## config.mk

```make
export PLATFORM = sky130hd
export DESIGN_NAME = bram_packet_reader
export DESIGN_NICKNAME = d
export VERILOG_FILES = /design/src/rtl/bram_reader_pkg.sv /design/src/rtl/bram_reader_prefetch_fifo.sv /design/src/rtl/bram_packet_reader.sv
export SDC_FILE = /design/constraint.sdc
export NUM_CORES = 1
export LEC_CHECK = 0
export ABC_AREA = 1
export CELL_PAD_IN_SITES_DETAIL_PLACEMENT = 1
export CELL_PAD_IN_SITES_GLOBAL_PLACEMENT = 2
export CORE_UTILIZATION = 28
export CTS_CLUSTER_DIAMETER = 50
export DETAILED_ROUTE_END_ITERATION = 12
export PLACE_DENSITY = 0.78
export SLEW_MARGIN = 30
export SYNTH_ARGS = -nofsm -noshare
export SYNTH_HDL_FRONTEND = slang
export SYNTH_SLANG_ARGS = --single-unit
```

## constraint.sdc

```tcl
create_clock -name clk -period 2.3 [get_ports clk]
set_input_delay 0.46 -clock clk [delete_from_list [all_inputs] [get_ports clk]]
set_output_delay 0.46 -clock clk [all_outputs]
set_load 0.03 [all_outputs]
```

## src/rtl/bram_reader_pkg.sv

```systemverilog
// -----------------------------------------------------------------------------
// bram_reader_pkg
// Shared definitions for the shared-BRAM packet reader:
//   - state_t          : reader FSM states
//   - LEN_LSB / LEN_W  : position and width of the LEN field in the header word
//   - PREFETCH_DEPTH   : entries in the optional prefetch FIFO
// -----------------------------------------------------------------------------
package bram_reader_pkg;

    typedef enum logic [1:0] {
        IDLE     = 2'd0,
        HDR_WAIT = 2'd1,
        FETCH    = 2'd2,
        DONE     = 2'd3
    } state_t;

    localparam int LEN_LSB        = 0;
    localparam int LEN_W          = 16;
    localparam int PREFETCH_DEPTH = 4;

endpackage : bram_reader_pkg

```

## src/rtl/bram_reader_prefetch_fifo.sv

```systemverilog
// -----------------------------------------------------------------------------
// bram_reader_prefetch_fifo
// Small synchronous FIFO that buffers payload words returned by the BRAM and
// tracks reads that are still in flight, so the reader can keep the BRAM busy
// without ever overrunning the storage.  Only compiled when the macro
// BRAM_PACKET_READER_PREFETCH_EN is defined.
//
// Ports:
//   clk, reset_n   clock, asynchronous active-low reset
//   i_issue        a payload read is being issued this edge
//   i_wr_en        returned BRAM word is valid this edge
//   i_wr_data      returned BRAM word
//   i_rd_en        head word is consumed this edge
//   o_rd_data      head word
//   o_empty        FIFO holds no words
//   o_can_issue    another read may be issued without exceeding DEPTH credits
// -----------------------------------------------------------------------------
`ifdef BRAM_PACKET_READER_PREFETCH_EN
module bram_reader_prefetch_fifo
    import bram_reader_pkg::*;
#(
    parameter int DATA_WIDTH = 32,
    parameter int DEPTH      = PREFETCH_DEPTH
) (
    input  logic                  clk,
    input  logic                  reset_n,
    input  logic                  i_issue,
    input  logic                  i_wr_en,
    input  logic [DATA_WIDTH-1:0] i_wr_data,
    input  logic                  i_rd_en,
    output logic [DATA_WIDTH-1:0] o_rd_data,
    output logic                  o_empty,
    output logic                  o_can_issue
);

    localparam int PTR_W = $clog2(DEPTH);
    localparam int CNT_W = PTR_W + 1;

    logic [DATA_WIDTH-1:0] r_mem [DEPTH];
    logic [PTR_W-1:0]      r_wr_ptr;
    logic [PTR_W-1:0]      r_rd_ptr;
    logic [CNT_W-1:0]      r_count;
    logic [CNT_W-1:0]      r_inflight;
    logic [CNT_W:0]        w_committed;

    // Credits still held after this edge's pop, excluding a new issue; the
    // word returning this edge moves from in-flight to occupancy, so it is
    // already counted once.
    assign w_committed = {1'b0, r_count} + {1'b0, r_inflight}
                       - {{CNT_W{1'b0}}, i_rd_en};
    assign o_can_issue = (w_committed < (CNT_W+1)'(DEPTH));
    assign o_empty     = (r_count == '0);
    assign o_rd_data   = r_mem[r_rd_ptr];

    always_ff @(posedge clk or negedge reset_n) begin
        if (!reset_n) begin
            r_wr_ptr   <= '0;
            r_rd_ptr   <= '0;
            r_count    <= '0;
            r_inflight <= '0;
            for (int i = 0; i < DEPTH; i++) begin
                r_mem[i] <= '0;
            end
        end else begin
            if (i_wr_en) begin
                r_mem[r_wr_ptr] <= i_wr_data;
                r_wr_ptr        <= r_wr_ptr + 1'b1;
            end
            if (i_rd_en) begin
                r_rd_ptr <= r_rd_ptr + 1'b1;
            end
            case ({i_wr_en, i_rd_en})
                2'b10:   r_count <= r_count + 1'b1;
                2'b01:   r_count <= r_count - 1'b1;
                default: r_count <= r_count;
            endcase
            case ({i_issue, i_wr_en})
                2'b10:   r_inflight <= r_inflight + 1'b1;
                2'b01:   r_inflight <= r_inflight - 1'b1;
                default: r_inflight <= r_inflight;
            endcase
        end
    end

endmodule : bram_reader_prefetch_fifo
`endif

```

## src/rtl/bram_packet_reader.sv

```systemverilog
// -----------------------------------------------------------------------------
// bram_packet_reader
// PL-side reader for the PS<->PL shared-BRAM channel.  On a start pulse it
// reads a length-prefixed packet (header LEN = word[15:0] at base_address,
// payload at base_address+1 .. base_address+LEN, addresses modulo
// 2^(ADDR_WIDTH+1)) and streams the payload over valid/ready.
//
// Optional feature macro: BRAM_PACKET_READER_PREFETCH_EN
//   defined   : 4-entry prefetch FIFO, back-to-back reads
//   undefined : one outstanding read at a time, no FIFO storage
//
// Ports:
//   clk, reset_n    clock, asynchronous active-low reset
//   start           one-cycle request, sampled in IDLE only
//   base_address    header location, latched on accepted start
//   busy            high from the cycle after start through the done cycle
//   done, error     one-cycle completion pulse; error=1 when LEN > MAX_LEN
//   rd_address      registered BRAM read address
//   rd_enable       one-cycle strobe per read request
//   rd_data         BRAM read data, RD_LATENCY edges after the request edge
//   out_data        payload word
//   out_valid       payload word available
//   out_ready       consumer accepts the word
//   out_last        final payload word, qualified by out_valid
// -----------------------------------------------------------------------------
module bram_packet_reader
    import bram_reader_pkg::*;
#(
    parameter int ADDR_WIDTH = 12,
    parameter int DATA_WIDTH = 32,
    parameter int RD_LATENCY = 3,
    parameter int MAX_LEN    = 1024
) (
    input  logic                  clk,
    input  logic                  reset_n,
    input  logic                  start,
    input  logic [ADDR_WIDTH:0]   base_address,
    output logic                  busy,
    output logic                  done,
    output logic                  error,
    output logic [ADDR_WIDTH:0]   rd_address,
    output logic                  rd_enable,
    input  logic [DATA_WIDTH-1:0] rd_data,
    output logic [DATA_WIDTH-1:0] out_data,
    output logic                  out_valid,
    input  logic                  out_ready,
    output logic                  out_last
);

    localparam int                PIPE_W    = (RD_LATENCY > 1) ? RD_LATENCY - 1 : 1;
    localparam logic [ADDR_WIDTH:0] ADDR_ONE = (ADDR_WIDTH+1)'(1);
    localparam logic [LEN_W-1:0]  MAX_LEN_V = LEN_W'(MAX_LEN);
    localparam logic [LEN_W-1:0]  LEN_ONE   = LEN_W'(1);

    state_t            r_state;
    state_t            w_state_nxt;
    logic [PIPE_W-1:0] r_rd_pipe;
    logic [PIPE_W:0]   w_rd_chain;
    logic              w_rd_vld;
    logic [LEN_W-1:0]  w_len;
    logic              w_len_zero;
    logic              w_len_over;
    logic [LEN_W-1:0]  r_remaining;
    logic              w_beat;
    logic              w_last_beat;
    logic              w_accept;
    logic              w_hdr_ok;
    logic              w_issue;
    logic              w_done_set;
    logic              w_err_set;

    // Read-return tracker: rd_enable shifted so that w_rd_vld is high exactly
    // on the edge that samples the data for that request.  Clearing it on
    // reset discards any read still in flight.
    assign w_rd_chain = {r_rd_pipe, rd_enable};
    assign w_rd_vld   = w_rd_chain[RD_LATENCY-1];

    assign w_len       = rd_data[LEN_LSB +: LEN_W];
    assign w_len_zero  = (w_len == '0);
    assign w_len_over  = (w_len > MAX_LEN_V);
    assign w_beat      = out_valid && out_ready;
    assign w_last_beat = w_beat && (r_remaining == LEN_ONE);
    assign out_last    = out_valid && (r_remaining == LEN_ONE);

`ifdef BRAM_PACKET_READER_PREFETCH_EN
    logic [LEN_W-1:0]      r_to_issue;
    logic                  w_can_issue;
    logic                  w_fifo_empty;
    logic [DATA_WIDTH-1:0] w_fifo_head;
`endif

    // FSM state register
    always_ff @(posedge clk or negedge reset_n) begin
        if (!reset_n) begin
            r_state <= IDLE;
        end else begin
            r_state <= w_state_nxt;
        end
    end

    // FSM next state
    always_comb begin
        w_state_nxt = r_state;
        unique case (r_state)
            IDLE:     if (start) w_state_nxt = HDR_WAIT;
            HDR_WAIT: if (w_rd_vld) w_state_nxt = (w_len_zero || w_len_over) ? DONE : FETCH;
            FETCH:    if (w_last_beat) w_state_nxt = DONE;
            DONE:     w_state_nxt = IDLE;
            default:  w_state_nxt = IDLE;
        endcase
    end

    // FSM outputs (next values for the registered control signals)
    always_comb begin
        w_accept   = 1'b0;
        w_hdr_ok   = 1'b0;
        w_issue    = 1'b0;
        w_done_set = 1'b0;
        w_err_set  = 1'b0;
        case (r_state)
            IDLE: w_accept = start;
            HDR_WAIT: begin
                if (w_rd_vld) begin
                    w_done_set = w_len_zero || w_len_over;
                    w_err_set  = w_len_over;
                    w_hdr_ok   = !(w_len_zero || w_len_over);
                    // The first payload read goes out on the header edge.
                    w_issue    = !(w_len_zero || w_len_over);
                end
            end
            FETCH: begin
                w_done_set = w_last_beat;
`ifdef BRAM_PACKET_READER_PREFETCH_EN
                w_issue    = (r_to_issue != '0) && w_can_issue;
`else
                // Next word is requested right after the current one is taken.
                w_issue    = w_beat && (r_remaining != LEN_ONE);
`endif
            end
            default: ;
        endcase
    end

    always_ff @(posedge clk or negedge reset_n) begin
        if (!reset_n) begin
            busy        <= 1'b0;
            done        <= 1'b0;
            error       <= 1'b0;
            rd_enable   <= 1'b0;
            rd_address  <= '0;
            r_remaining <= '0;
            r_rd_pipe   <= '0;
        end else begin
            busy      <= (w_state_nxt != IDLE);
            done      <= w_done_set;
            error     <= w_err_set;
            rd_enable <= w_accept || w_issue;
            r_rd_pipe <= w_rd_chain[PIPE_W-1:0];
            // rd_address always holds the last requested address, so the next
            // payload address is simply one more (wrapping naturally).
            if (w_accept) begin
                rd_address <= base_address;
            end else if (w_issue) begin
                rd_address <= rd_address + ADDR_ONE;
            end
            if (w_hdr_ok) begin
                r_remaining <= w_len;
            end else if (w_beat) begin
                r_remaining <= r_remaining - LEN_ONE;
            end
        end
    end

`ifdef BRAM_PACKET_READER_PREFETCH_EN
    always_ff @(posedge clk or negedge reset_n) begin
        if (!reset_n) begin
            r_to_issue <= '0;
        end else if (w_hdr_ok) begin
            r_to_issue <= w_len - LEN_ONE;
        end else if (w_issue) begin
            r_to_issue <= r_to_issue - LEN_ONE;
        end
    end

    bram_reader_prefetch_fifo #(
        .DATA_WIDTH (DATA_WIDTH),
        .DEPTH      (PREFETCH_DEPTH)
    ) u_fifo (
        .clk         (clk),
        .reset_n     (reset_n),
        .i_issue     (w_issue),
        .i_wr_en     (w_rd_vld && (r_state == FETCH)),
        .i_wr_data   (rd_data),
        .i_rd_en     (w_beat),
        .o_rd_data   (w_fifo_head),
        .o_empty     (w_fifo_empty),
        .o_can_issue (w_can_issue)
    );

    assign out_valid = !w_fifo_empty;
    assign out_data  = w_fifo_head;
`else
    logic                  r_out_valid;
    logic [DATA_WIDTH-1:0] r_out_data;

    always_ff @(posedge clk or negedge reset_n) begin
        if (!reset_n) begin
            r_out_valid <= 1'b0;
            r_out_data  <= '0;
        end else if ((r_state == FETCH) && w_rd_vld) begin
            r_out_valid <= 1'b1;
            r_out_data  <= rd_data;
        end else if (w_beat) begin
            r_out_valid <= 1'b0;
        end
    end

    assign out_valid = r_out_valid;
    assign out_data  = r_out_data;
`endif

endmodule : bram_packet_reader

```

After elaboration in Yosys (flattened, before gate mapping)
Index checks and enable logic that the tools add are counted.
{ "word_totals": {"in_bits": 49, "elab_cells": 51, "out_inout_bits": 51, "reg_bits": 70, "romBits": 0, "latch_bits": 0, "mem_count": 0, "ram_bits": 0} }
{ "op_classes": {"reduce_logical": 14, "eq_ne": 5, "n_mul": 0, "n_shift": 0, "div_mod_pow": 0, "n_bitwise": 0, "addsub": 2, "magnitude_cmp": 1, "mux": 19} }
{ "op_table": {"columns": ["op", "n"], "rows": [
  ["16-bit 2-to-1 mux", 2],
  ["13-bit 2-to-1 mux", 2],
  ["16-bit by 1-bit equality test with 1-bit output, second input constant", 1],
  ["16-bit by 11-bit greater-than comparator with 1-bit output, second input constant", 1],
  ["16-bit logical NOT", 1],
  ["16-bit by 1-bit inequality test with 1-bit output, second input constant", 1],
  ["16-bit by 1-bit subtractor with 16-bit output, second input constant", 1],
  ["13-bit by 1-bit adder with 13-bit output, second input constant", 1],
  ["1-bit 2-to-1 mux", 9],
  ["2-bit case mux with 4 select lines", 1],
  ["2-bit nonzero test", 4],
  ["2-bit 2-to-1 mux", 3],
  ["1-bit logical AND", 5],
  ["2-bit equality test, second input constant", 2],
  ["1-bit case mux with 2 select lines", 2],
  ["2-bit by 1-bit equality test with 1-bit output, second input constant", 1],
  ["2-bit logical NOT", 1],
  ["1-bit logical OR", 2],
  ["1-bit logical NOT", 1]
]} }

Longest topological paths before layout
Gate-level depths: netlist of the first run.
{ "depth": {"word_depth": 7, "depth_mapped": 13, "ltp_nobuf": 12} }

Worst setup path after synthesis of the first run
No wires, ideal clock.
{ "synth_path": {"path_type": "reg-to-output", "start": "reg r_remaining[1]", "end": "out out_last", "t_required_ns": 1.840, "setup_slack_ns": 0.591, "n_path_buf": 0, "path_stages_with_launch": 7, "t_arrival_ns": 1.249, "cell_sequence": "dfrtp_1 -> inv_1 -> ha_1 -> nand3_1 -> nor3_2 -> nand2_1 -> nor2_1"} }
{ "synth_between": {"elab_chain_cells": 2} }
{ "synth_lines": {"columns": ["element", "line_no", "text"], "rows": [
  ["start, declared", "bram_packet_reader.sv:63", "logic [LEN_W-1:0] r_remaining;"],
  ["start signal, assigned", "bram_packet_reader.sv:167", "r_remaining <= w_len;"],
  ["start signal, assigned", "bram_packet_reader.sv:169", "r_remaining <= r_remaining - LEN_ONE;"],
  ["16-bit by 1-bit equality test with 1-bit output", "bram_packet_reader.sv:83", "assign out_last = out_valid && (r_remaining == LEN_ONE);"],
  ["1-bit logical AND", "bram_packet_reader.sv:83", null],
  ["end, declared", "bram_packet_reader.sv:47", "output logic out_last"]
]} }
Every way passes these cells.

Worst setup path in the final report of the first run
{ "layout_path": {"start": "reg r_remaining[2]", "end": "out out_last"} }
Same word-level chain as after synthesis.

==> reports/qor.json, run 1 <==
{
  "coreArea_mm2": 0.0123,
  "place.port_buffers": 99,
  "drt-vias-per-instance": 4.48,
  "cp-start-kind": "flop",
  "ratio_of_cells_with_drive_above_1_in_the_final_layout_pct": 15.4,
  "post_drt_wl_per_cell_um": 14.5,
  "layout.cells.most_common": "sky130_fd_sc_hd__nand2_1",
  "routed_wl_um": 10300,
  "timing.reg2reg.setup_slack_ns": 0.61,
  "tightestPinTransition_ns": 0.422,
  "clock_latency_ns": 0.33,
  "clkSlewWorstSetupHoldPaths_ns": 0.05,
  "crit_path_end_kind": "primary output",
  "area_of_the_mapped_netlist_mm2": 0.00359,
  "ctsLongestPathBuffers": 2,
  "power.density_cell_area_mw_per_mm2": 1330,
  "synthCells": 417,
  "post-route-cell-area_mm2": 0.00521,
  "initial_core_util_pct": 29.3,
  "timing.critical_path.from": "r_remaining[2]",
  "synth_fp_nets": 473,
  "dominantRegCellSynth": "sky130_fd_sc_hd__dfrtp_1",
  "synth_edf_count": 0,
  "initialDrtViolationCount": 113,
  "drtAntennaViolNets": 0,
  "final.setup_skew_ns": 0.00808,
  "overflow": 0,
  "worst-r2r-cell-count": 9,
  "gp_congestion": 0.799,
  "die_x_um": 115,
  "route.vias.total": 3188,
  "post_synth.cell_area_avg_um2": 8.61,
  "top_post_synthesis_cells_by_area": "sky130_fd_sc_hd__dfrtp_1, sky130_fd_sc_hd__nand2_1, sky130_fd_sc_hd__mux2_2, sky130_fd_sc_hd__nand3_1, sky130_fd_sc_hd__nor2_1",
  "post-route-min-period_ns": 2.06,
  "dieArea_mm2": 0.0133,
  "crit_fanout": 4,
  "power.leakage_nw": 2.34,
  "worstSetupPathType": "reg2out",
  "grtUsageTotal_pct": 17.1,
  "cts_max_level": 3,
  "drcViolationCount": 0,
  "timing.final.setup_violations": 0,
  "placement_rows": 40,
  "result_of_the_run": "finished, final reports clean",
  "netlist-cell-type-count": 34,
  "synth-seq-cells": 70,
  "post_cts_hold_buffer_count": 0,
  "grt_pass1_vias": 3398,
  "regToRegEndpoint": "rd_address[11]",
  "termination_of_the_worst_setup_path": "out_last",
  "tritoncts_num_sinks": 70,
  "fin_tns_setup_ns": 0,
  "timing_hold_violations_final": 0,
  "synth_top_cell_area_share_pct": 48.8,
  "synth.yosys.warnings": 0,
  "ant_diodes": 0,
  "class_of_the_tightest_hold_or_removal_check": "in2async",
  "cap_violations": 0,
  "power.total_mw": 6.92,
  "pin_count": 100,
  "post-cts-setup-buffers": 0,
  "dpl-instance-area_mm2": 0.00491,
  "yosysTopAreaCell": "sky130_fd_sc_hd__dfrtp_1",
  "fin_crit_sh_pct": 89.7,
  "fp.dieH_um": 115,
  "layout.cells.most_common_list": "sky130_fd_sc_hd__nand2_1, sky130_fd_sc_hd__clkdlybuf4s50_1, sky130_fd_sc_hd__dfrtp_1",
  "postSynth.asyncResetShare_pct": 100,
  "sequential_share_of_the_synthesized_area_pct": 48.8,
  "tritoncts": "done",
  "clk_root_buffer_cell": "sky130_fd_sc_hd__clkbuf_16",
  "max-vdd-ir-drop_uv": 592,
  "max-slew-margin-rel_pct": 71.9,
  "grt_max_degree": 35,
  "hpwl_um": 8090,
  "detail_route.first_pass.iterations": 4,
  "cts_inserted_buffers": 9,
  "worst_ep_arrival_time_ns": 1.60,
  "max_clock_freq_mhz": 485,
  "syn2layout_area_growth_pct": 45.2,
  "critical_path_required_ns": 1.84,
  "grt_antenna_before_repair": 0,
  "nNetsFinal": 595,
  "rsz_0062_raised_after_global_routing": "no",
  "first_pass_grt_wire_length_um": 17300,
  "crit-reg2reg-launch": "r_state[0]",
  "slew_viol_final": 0,
  "final_util_pct": 42.5
}
[cell families after synthesis]
kind of cell             share of synthesized area [%]
multiplexers                                      9.10
flip-flops                                        48.8
AND/OR/NAND/NOR                                   25.9
AO/OA/AOI/OAI                                     5.58
buffers and inverters                             5.75
XOR/XNOR                                          2.44
adder cells (fa/ha/maj)                           2.44
[through the flow]
stage / worst slack, ns / instances / hold slack, ns
floorplan: 0.591 / 417 / 0.164
global placement: 0.115 / 696 / 0.340
detailed placement: 0.0941 / 696 / 0.343
CTS: 0.0282 / 712 / 0.0632
global route: 0.0379 / 712 / 0.0801
finish: 0.238 / 712 / 0.0573
[timing repair]
item / in CTS / in global routing
setup endpoints to repair: 1 / 1
gates resized for setup: 1 / 2
hold endpoints to repair: 0 / 0
[how the worst min path moves through the flow]
stage                           endpoint         start  slack [ns]  depth (start not counted)
final                     r_remaining[2]       reset_n        0.06                          1
after global routing       rd_address[9]       reset_n        0.08                          1
after CTS                 r_remaining[2]       reset_n        0.06                          1
after detailed placement    r_rd_pipe[1]  r_rd_pipe[0]        0.34                          0
after global placement      r_rd_pipe[1]  r_rd_pipe[0]        0.34                          0
after floorplan                     busy       reset_n        0.16                          0
[area by class of cell]
class	instances	area, um2
fill	1421	7050
sequential	70	1750
multi-input combinational	298	1630
timing repair buffer	120	1170
clock buffer	11	243
tap	168	210
inverter	40	150
clock inverter	5	58.8
[critical path, stage by stage, from the launching register on]
cell and delay, ns:
sky130_fd_sc_hd__dfrtp_1 0.42, sky130_fd_sc_hd__nor2_2 0.18, sky130_fd_sc_hd__inv_1 0.14, sky130_fd_sc_hd__nor3_2 0.17, sky130_fd_sc_hd__nand2_1 0.08, sky130_fd_sc_hd__nor2_1 0.09, sky130_fd_sc_hd__clkbuf_2 0.21
[flip-flops by register name, summed over array words and instances, names as in the netlist, 2 cells and up]
| signal | flops |
|---|---|
| out_data | 32 |
| rd_address | 13 |
| r_remaining | 16 |
| r_rd_pipe | 2 |
| r_state | 2 |
[report_power, final]
| group | switching, mW | leakage (nW) | internal [mW] | total, mW |
|---|---|---|---|---|
| Combinational | 1.90 | 1.36 | 1.42 | 3.32 |
| Sequential | 0.415 | 0.844 | 1.80 | 2.22 |
| Clock | 0.518 | 0.142 | 0.869 | 1.39 |
[routing by layer]
| metal | part of all wire, % | GRT usage, % |
|---|---|---|
| met4 | 1.0 | 4.16 |
| met3 | 4.5 | 5.27 |
| met2 | 49 | 28.0 |
| met5 | 0 | 0 |
| met1 | 46 | 21.9 |
[synthesized netlist by cell type (2+ instances only)]
| cell | count |
|---|---|
| sky130_fd_sc_hd__nand3_1 | 33 |
| sky130_fd_sc_hd__nand4_1 | 3 |
| sky130_fd_sc_hd__xor2_1 | 8 |
| sky130_fd_sc_hd__nand2_2 | 4 |
| sky130_fd_sc_hd__mux2_2 | 29 |
| sky130_fd_sc_hd__buf_2 | 3 |
| sky130_fd_sc_hd__nand2_1 | 121 |
| sky130_fd_sc_hd__dfrtp_1 | 70 |
| sky130_fd_sc_hd__inv_1 | 37 |
| sky130_fd_sc_hd__nor2_2 | 4 |
| sky130_fd_sc_hd__a21oi_1 | 3 |
| sky130_fd_sc_hd__ha_1 | 7 |
| sky130_fd_sc_hd__nor3_2 | 2 |
| sky130_fd_sc_hd__buf_6 | 2 |
| sky130_fd_sc_hd__o31ai_1 | 2 |
| sky130_fd_sc_hd__o211ai_1 | 2 |
| sky130_fd_sc_hd__nor3_1 | 3 |
| sky130_fd_sc_hd__or2_2 | 2 |
| sky130_fd_sc_hd__a31oi_1 | 2 |
| sky130_fd_sc_hd__xnor2_1 | 2 |
| sky130_fd_sc_hd__o21ai_0 | 23 |
| sky130_fd_sc_hd__nor2_1 | 39 |
| sky130_fd_sc_hd__inv_2 | 2 |
| sky130_fd_sc_hd__nand2_4 | 2 |
| sky130_fd_sc_hd__clkbuf_1 | 3 |
Note: power is estimated with default switching activity, not from simulation.
==> run 2, diff against run 1 <==
--- a/config.mk
+++ b/config.mk
@@ -6,6 +6,7 @@
 export NUM_CORES = 1
 export LEC_CHECK = 0
 export ABC_AREA = 1
+export CAP_MARGIN = 5
 export CELL_PAD_IN_SITES_DETAIL_PLACEMENT = 1
 export CELL_PAD_IN_SITES_GLOBAL_PLACEMENT = 2
 export CORE_UTILIZATION = 28
==> constraint.sdc (replaced) <==
create_clock -name clk -period 2.3 [get_ports clk]
set_input_delay 0.46 -clock clk [delete_from_list [all_inputs] [get_ports clk]]
set_output_delay 0.46 -clock clk [all_outputs]
set_load 0.02 [all_outputs]
==> reports/qor.json, run 2 (synthesis results as in run 1) <==
{
  "fin_tns_setup": {"value": 0, "unit": "ns", "change": "unchanged"},
  "routed_wl": {"value": 10600, "unit": "um", "change": "+3.1%"},
  "detail_route.first_pass.iterations": {"value": 4, "change": "unchanged"},
  "placement_rows": {"value": 40, "change": "unchanged"},
  "timing.critical_path.from": "r_remaining[1]",
  "critical_path_required": {"value": 1.84, "unit": "ns", "change": "about the same"},
  "hpwl": {"value": 8110, "unit": "um", "change": "+0.29%"},
  "power.density_cell_area": {"value": 1290, "unit": "mW/mm2", "change": "-3.2%"},
  "crit_fanout": {"value": 3, "change": "-1"},
  "drtAntennaViolNets": {"value": 0, "change": "unchanged"},
  "nNetsFinal": {"value": 589, "change": "-1.0%"},
  "ant_diodes": {"value": 0, "change": "unchanged"},
  "post-route-min-period": {"value": 2.07, "unit": "ns", "change": "+0.00903 ns"},
  "result_of_the_run": "finished, final reports clean",
  "post_cts_hold_buffer_count": {"value": 0, "change": "unchanged"},
  "cts_max_level": {"value": 3, "change": "unchanged"},
  "multi_input_area": {"value": 0.00163, "unit": "mm2", "change": "unchanged"},
  "max-slew-margin-rel": {"value": 77.0, "unit": "%", "change": "+5.1 points"},
  "initial_core_util": {"value": 29.3, "unit": "%", "change": "unchanged"},
  "initialDrtViolationCount": {"value": 74, "change": "-35%"},
  "tritoncts": "done",
  "first_pass_grt_wire_length": {"value": 17900, "unit": "um", "change": "+3.4%"},
  "final.setup_skew": {"value": 0.00507, "unit": "ns", "change": "-0.00302 ns"},
  "worst_ep_arrival_time": {"value": 1.61, "unit": "ns", "change": "about the same"},
  "clock_latency": {"value": 0.33, "unit": "ns", "change": "about the same"},
  "rsz_0062_raised_after_global_routing": "no",
  "grtUsageTotal": {"value": 17.6, "unit": "%", "change": "+0.54 points"},
  "cts_inserted_buffers": {"value": 9, "change": "unchanged"},
  "place.port_buffers": {"value": 99, "change": "unchanged"},
  "route.vias.total": {"value": 3207, "change": "+0.60%"},
  "overflow": {"value": 0, "change": "unchanged"},
  "ctsLongestPathBuffers": {"value": 2, "change": "unchanged"},
  "crit-reg2reg-launch": "r_state[1]",
  "dieArea": {"value": 0.0133, "unit": "mm2", "change": "unchanged"},
  "pin_count": {"value": 100, "change": "unchanged"},
  "drcViolationCount": {"value": 0, "change": "unchanged"},
  "syn2layout_area_growth_pct": 44.2,
  "cp-start-kind": "flop",
  "slew_viol_final": {"value": 0, "change": "unchanged"},
  "tritoncts_num_sinks": {"value": 70, "change": "unchanged"},
  "termination_of_the_worst_setup_path": "out_last",
  "clk_root_buffer_cell": "sky130_fd_sc_hd__clkbuf_16",
  "cap_violations": {"value": 0, "change": "unchanged"},
  "post_drt_wl_per_cell": {"value": 15.0, "unit": "um", "change": "+3.9%"},
  "power.leakage": {"value": 2.33, "unit": "nW", "change": "-0.66%"},
  "worst-r2r-cell-count": {"value": 9, "change": "unchanged"},
  "layout.cells.most_common_list": "sky130_fd_sc_hd__nand2_1, sky130_fd_sc_hd__clkdlybuf4s50_1, sky130_fd_sc_hd__dfrtp_1",
  "timing.reg2reg.setup_slack": {"value": 0.63, "unit": "ns", "change": "+0.02 ns"},
  "number_of_flip_flops_under_the_largest_register_name": {"value": 32, "change": "unchanged"},
  "gp_congestion": {"value": 0.787, "change": "-1.5%"},
  "grt_pass1_vias": {"value": 3519, "change": "+3.6%"},
  "clkSlewWorstSetupHoldPaths": {"value": 0.06, "unit": "ns", "change": "about the same"},
  "crit_path_end_kind": "primary output",
  "fp.dieH": {"value": 115, "unit": "um", "change": "unchanged"},
  "final_util": {"value": 42.2, "unit": "%", "change": "-0.29 points"},
  "max-vdd-ir-drop": {"value": 551, "unit": "uV", "change": "-6.9%"},
  "die_x": {"value": 115, "unit": "um", "change": "unchanged"},
  "worstSetupPathType": "reg2out",
  "tightestPinTransition": {"value": 0.343, "unit": "ns", "change": "-0.0786 ns"},
  "timing.final.setup_violations": {"value": 0, "change": "unchanged"},
  "class_of_the_tightest_hold_or_removal_check": "in2async",
  "grt_antenna_before_repair": {"value": 0, "change": "unchanged"},
  "grt_max_degree": {"value": 52, "change": "+49%"},
  "coreArea": {"value": 0.0123, "unit": "mm2", "change": "unchanged"},
  "timing_hold_violations_final": {"value": 0, "change": "unchanged"},
  "ratio_of_cells_with_drive_above_1_in_the_final_layout": {"value": 14.7, "unit": "%", "change": "-0.76 points"},
  "regToRegEndpoint": "r_remaining[7]",
  "fill_cells": {"value": 1440, "change": "+1.3%"},
  "max_clock_freq": {"value": 483, "unit": "MHz", "change": "-0.44%"},
  "layout.cells.most_common": "sky130_fd_sc_hd__nand2_1",
  "drt-vias-per-instance": {"value": 4.54, "change": "+1.5%"},
  "regArea": {"value": 0.00175, "unit": "mm2", "change": "unchanged"},
  "fin_crit_sh": {"value": 90.0, "unit": "%", "change": "+0.39 points"}
}
[run 2: changes by cell type in the layout (fill, tap and decap cells not counted), sizes merged]
cell and change:
inv +1, clkbuf -2, buf -6, clkinvlp -1, clkinv +2
[run 2: final cells by class]
| type | count | area share (%) |
|---|---|---|
| flip-flops and latches | 70 | 33.8 |
| multi-input cells | 298 | 31.5 |
| repair buffers | 114 | 21.9 |
| clock buffers | 9 | 4.35 |
| well taps | 168 | 4.06 |
| inverters | 40 | 2.90 |
| clock inverters | 7 | 1.43 |
[run 2: how the worst min path moves through the flow]
stage	from	endpoint	slack, ns	depth (start not counted)
3_5_place_dp	r_rd_pipe[0]	r_rd_pipe[1]	0.34	0
3_3_place_gp	r_rd_pipe[0]	r_rd_pipe[1]	0.34	0
6_report	reset_n	r_remaining[8]	0.01	1
2_1_floorplan	reset_n	busy	0.16	0
4_1_cts	reset_n	r_remaining[8]	0.02	1
5_1_grt	reset_n	r_remaining[11]	0.02	1
[run 2: what timing repair did]
action	CTS	global route
setup buffers	0	0
hold endpoints to repair	0	0
resized for setup	1	2
endpoints found under the setup margin	1	1
[run 2: through the flow]
stage / total power, mW / area [um2] / cells / hold slack, ns / worst slack [ns]
5_1_grt: 7.14 / 5170 / 706 / 0.0205 / 0.115
4_1_cts: 6.77 / 5180 / 706 / 0.0168 / 0.0239
6_report: 6.66 / 5170 / 706 / 0.0141 / 0.229
3_3_place_gp: 5.21 / 4880 / 690 / 0.335 / 0.109
3_5_place_dp: 5.31 / 4880 / 690 / 0.337 / 0.0896
2_1_floorplan: 3.89 / 3590 / 417 / 0.164 / 0.683
[run 2: report_power, final]
group	internal (mW)	switching [mW]
Clock	0.843	0.555
Sequential	1.80	0.423
Combinational	1.42	1.61
Total	4.07	2.59
[run 2: routing by layer]
metal	vias to the layer above	track usage, %	share of wire (%)
met5	-	0	0
met3	12	5.01	4.5
met2	62	29.8	49
li1	1570	-	-
met1	1563	21.7	45
met4	0	5.37	1.3
[run 2: worst max-delay path, stage by stage, from the launching register on]
cell and delay (ns):
sky130_fd_sc_hd__dfrtp_1 0.39, sky130_fd_sc_hd__inv_1 0.09, sky130_fd_sc_hd__ha_1 0.19, sky130_fd_sc_hd__nand3_1 0.10
sky130_fd_sc_hd__nor3_2 0.11, sky130_fd_sc_hd__nand2_1 0.10, sky130_fd_sc_hd__nor2_1 0.12, sky130_fd_sc_hd__clkbuf_2 0.18
==> run 3, diff against run 2 <==
--- a/config.mk
+++ b/config.mk
@@ -9,9 +9,11 @@
 export CAP_MARGIN = 5
 export CELL_PAD_IN_SITES_DETAIL_PLACEMENT = 1
 export CELL_PAD_IN_SITES_GLOBAL_PLACEMENT = 2
+export CORE_MARGIN = 1.5
 export CORE_UTILIZATION = 28
 export CTS_CLUSTER_DIAMETER = 50
 export DETAILED_ROUTE_END_ITERATION = 12
+export MAX_ROUTING_LAYER = met4
 export PLACE_DENSITY = 0.78
 export SLEW_MARGIN = 30
 export SYNTH_ARGS = -nofsm -noshare
==> reports/qor.json, run 3 (synthesis results as in run 1) <==
{
  "first_pass_grt_wire_length": {"value": 17400, "unit": "um", "change": "-2.3%"},
  "share_clk_of_total_power": {"value": 20.7, "unit": "%", "change": "-0.3 points"},
  "internal_power": {"value": 4.06, "unit": "mW", "change": "-0.28%"},
  "place.port_buffers": {"value": 99, "change": "unchanged"},
  "worst_ep_arrival_time": {"value": 1.59, "unit": "ns", "change": "-0.02 ns"},
  "timing_hold_violations_final": {"value": 0, "change": "unchanged"},
  "clk_root_buffer_cell": "sky130_fd_sc_hd__clkbuf_16",
  "fin_crit_sh": {"value": 89.1, "unit": "%", "change": "-0.97 points"},
  "drcViolationCount": {"value": 0, "change": "unchanged"},
  "tritoncts": "done",
  "busiest_layer_in_global_routing": "met2",
  "post-route-cell-area": {"value": 0.00523, "unit": "mm2", "change": "+1.0%"},
  "dpl-instance-area": {"value": 0.00495, "unit": "mm2", "change": "+1.4%"},
  "fp.dieH": {"value": 116, "unit": "um", "change": "+0.87%"},
  "slew_viol_final": {"value": 0, "change": "unchanged"},
  "die_x": {"value": 116, "unit": "um", "change": "+0.87%"},
  "hpwl": {"value": 8070, "unit": "um", "change": "-0.57%"},
  "ctsLongestPathBuffers": {"value": 2, "change": "unchanged"},
  "layout.cells.most_common": "sky130_fd_sc_hd__nand2_1",
  "grtUsageTotal": {"value": 17.7, "unit": "%", "change": "+0.068 points"},
  "worst-r2r-cell-count": {"value": 10, "change": "+1"},
  "grt_pass1_vias": {"value": 3445, "change": "-2.1%"},
  "number_of_flip_flops_under_the_largest_register_name": {"value": 32, "change": "unchanged"},
  "crit-reg2reg-launch": "r_remaining[8]",
  "grtUsageMet1": {"value": 21.2, "unit": "%", "change": "-0.51 points"},
  "ratio_of_cells_with_drive_above_1_in_the_final_layout": {"value": 15.3, "unit": "%", "change": "+0.57 points"},
  "p_comb_share": {"value": 45.5, "unit": "%", "change": "about the same"},
  "post_drt_wl_per_cell": {"value": 14.7, "unit": "um", "change": "-2.4%"},
  "routed_wl": {"value": 10500, "unit": "um", "change": "-1.0%"},
  "gp_congestion": {"value": 0.791, "change": "+0.52%"},
  "layout.cells.most_common_list": "sky130_fd_sc_hd__nand2_1, sky130_fd_sc_hd__clkdlybuf4s50_1, sky130_fd_sc_hd__dfrtp_1",
  "max-vdd-ir-drop": {"value": 749, "unit": "uV", "change": "+36%"},
  "fill_cells": {"value": 1466, "change": "+1.8%"},
  "detail_route.first_pass.iterations": {"value": 4, "change": "unchanged"},
  "cts_max_level": {"value": 3, "change": "unchanged"},
  "max-slew-margin-rel": {"value": 78.0, "unit": "%", "change": "+1.1 points"},
  "total_switching_power": {"value": 2.54, "unit": "mW", "change": "-2.1%"},
  "crit_path_end_kind": "primary output",
  "syn2layout_area_growth_pct": 45.7,
  "tightestPinTransition": {"value": 0.329, "unit": "ns", "change": "-0.0139 ns"},
  "nNetsFinal": {"value": 596, "change": "+1.2%"},
  "max_clock_freq": {"value": 488, "unit": "MHz", "change": "+1.1%"},
  "cts_inserted_buffers": {"value": 9, "change": "unchanged"},
  "swShare": {"value": 38.5, "unit": "%", "change": "-0.43 points"},
  "result_of_the_run": "finished, final reports clean",
  "route.vias.total": {"value": 3222, "change": "+0.47%"},
  "class_of_the_tightest_hold_or_removal_check": "in2async",
  "coreArea": {"value": 0.0126, "unit": "mm2", "change": "+2.5%"},
  "tritoncts_num_sinks": {"value": 70, "change": "unchanged"},
  "pin_count": {"value": 100, "change": "unchanged"},
  "cap_violations": {"value": 0, "change": "unchanged"},
  "post_cts_hold_buffer_count": {"value": 0, "change": "unchanged"},
  "cp-start-kind": "flop",
  "clock_latency": {"value": 0.35, "unit": "ns", "change": "+0.02 ns"},
  "timing.reg2reg.setup_slack": {"value": 0.62, "unit": "ns", "change": "about the same"},
  "initialDrtViolationCount": {"value": 124, "change": "+68%"},
  "grtUsageMet3": {"value": 6.38, "unit": "%", "change": "+1.4 points"},
  "initial_core_util": {"value": 28.6, "unit": "%", "change": "-0.71 points"},
  "rsz_0062_raised_after_global_routing": "no",
  "grt_max_degree": {"value": 50, "change": "-3.8%"},
  "grt_antenna_before_repair": {"value": 0, "change": "unchanged"},
  "dp_worst_setup_slack": {"value": 0.0910, "unit": "ns", "change": "+0.00140 ns"},
  "final.setup_skew": {"value": 0.00788, "unit": "ns", "change": "+0.00281 ns"},
  "dieArea": {"value": 0.0135, "unit": "mm2", "change": "+1.7%"},
  "regToRegEndpoint": "rd_address[12]",
  "worstSetupPathType": "reg2out",
  "post-route-min-period": {"value": 2.05, "unit": "ns", "change": "-0.0222 ns"},
  "clkSlewWorstSetupHoldPaths": {"value": 0.06, "unit": "ns", "change": "about the same"},
  "ant_diodes": {"value": 0, "change": "unchanged"},
  "overflow": {"value": 0, "change": "unchanged"},
  "drtAntennaViolNets": {"value": 0, "change": "unchanged"},
  "timing.final.setup_violations": {"value": 0, "change": "unchanged"},
  "placement_rows": {"value": 41, "change": "+2.5%"},
  "final.setup.worst_slack": {"value": 0.251, "unit": "ns", "change": "+0.0222 ns"},
  "drt-vias-per-instance": {"value": 4.50, "change": "-0.94%"},
  "power.density_cell_area": {"value": 1260, "unit": "mW/mm2", "change": "-2.0%"},
  "timing.hold.ws": {"value": 0.0151, "unit": "ns", "change": "+0.00104 ns"},
  "fin_tns_setup": {"value": 0, "unit": "ns", "change": "unchanged"},
  "share_seq_of_total_power": {"value": 33.9, "unit": "%", "change": "+0.5 points"},
  "use_met2": {"value": 27.4, "unit": "%", "change": "-2.4 points"},
  "critical_path_required": {"value": 1.84, "unit": "ns", "change": "about the same"},
  "crit_fanout": {"value": 5, "change": "+2"},
  "post-cts-setup-buffers": {"value": 0, "change": "unchanged"},
  "power.leakage": {"value": 2.36, "unit": "nW", "change": "+1.3%"}
}
run 3: cell types whose count changed in the layout (fill, tap and decap cells not counted):
cell,change
sky130_fd_sc_hd__clkinv_4,-1
sky130_fd_sc_hd__buf_12,+1
sky130_fd_sc_hd__clkbuf_1,+2
sky130_fd_sc_hd__inv_6,-1
sky130_fd_sc_hd__clkinvlp_4,-1
sky130_fd_sc_hd__buf_4,+6
run 3: power groups by stage:
stage	logic, mW	clock network (mW)	registers [mW]
after floorplan	1.23	0	2.66
after global placement	2.99	0	2.22
after detailed placement	3.03	0	2.25
after CTS	3.05	1.42	2.24
after global routing	3.31	1.46	2.32
final	3.00	1.36	2.23
run 3: per-stage QoR:
step / util, % / instances / power, mW
after CTS: 41.6 / 716 / 6.71
after global placement: 39.4 / 701 / 5.21
after floorplan: - / 417 / 3.89
final: 41.6 / 716 / 6.59
after global routing: 41.6 / 716 / 7.09
after detailed placement: 39.4 / 701 / 5.28
run 3: routing by layer:
| metal | part of all wire, % | wire [um] |
|---|---|---|
| met1 | 46 | 4800 |
| met2 | 47 | 4930 |
| met3 | 5.5 | 577 |
| met4 | 1.8 | 193 |
| met5 | 0 | 0 |
run 3: cell type report:
cell class	instances	area (um2)	area share (%)
clock buffer	11	233	4.45
timing repair buffer	121	1200	22.9
inverter	40	150	2.87
tap	172	215	4.12
sequential	70	1750	33.5
clock inverter	4	48.8	0.933
multi-input combinational	298	1630	31.2
run 3: how the worst max path moves through the flow:
stage	depth (start not counted)	startpoint	slack [ns]	to
CTS	6	r_remaining[8]	0.06	out_last
finish	6	r_remaining[8]	0.25	out_last
global route	7	r_remaining[1]	0.13	out_last
detailed placement	12	rd_data[1]	0.09	r_remaining[4]
global placement	12	rd_data[8]	0.17	r_remaining[15]
floorplan	5	r_state[0]	0.68	out_data[21]
run 3: what timing repair did:
item,CTS,global route
pin swaps,0,0
endpoints found under the setup margin,1,1
resized for setup,1,2
cloned,0,0
run 3: worst max-delay path, cell delays in order, from the launching register on:
cell	delay (ns)
sky130_fd_sc_hd__dfrtp_1	0.45
sky130_fd_sc_hd__nor2_2	0.18
sky130_fd_sc_hd__nand2_1	0.10
sky130_fd_sc_hd__nor2_2	0.16
sky130_fd_sc_hd__nand2_1	0.09
sky130_fd_sc_hd__nor2_1	0.09
sky130_fd_sc_hd__clkbuf_2	0.17
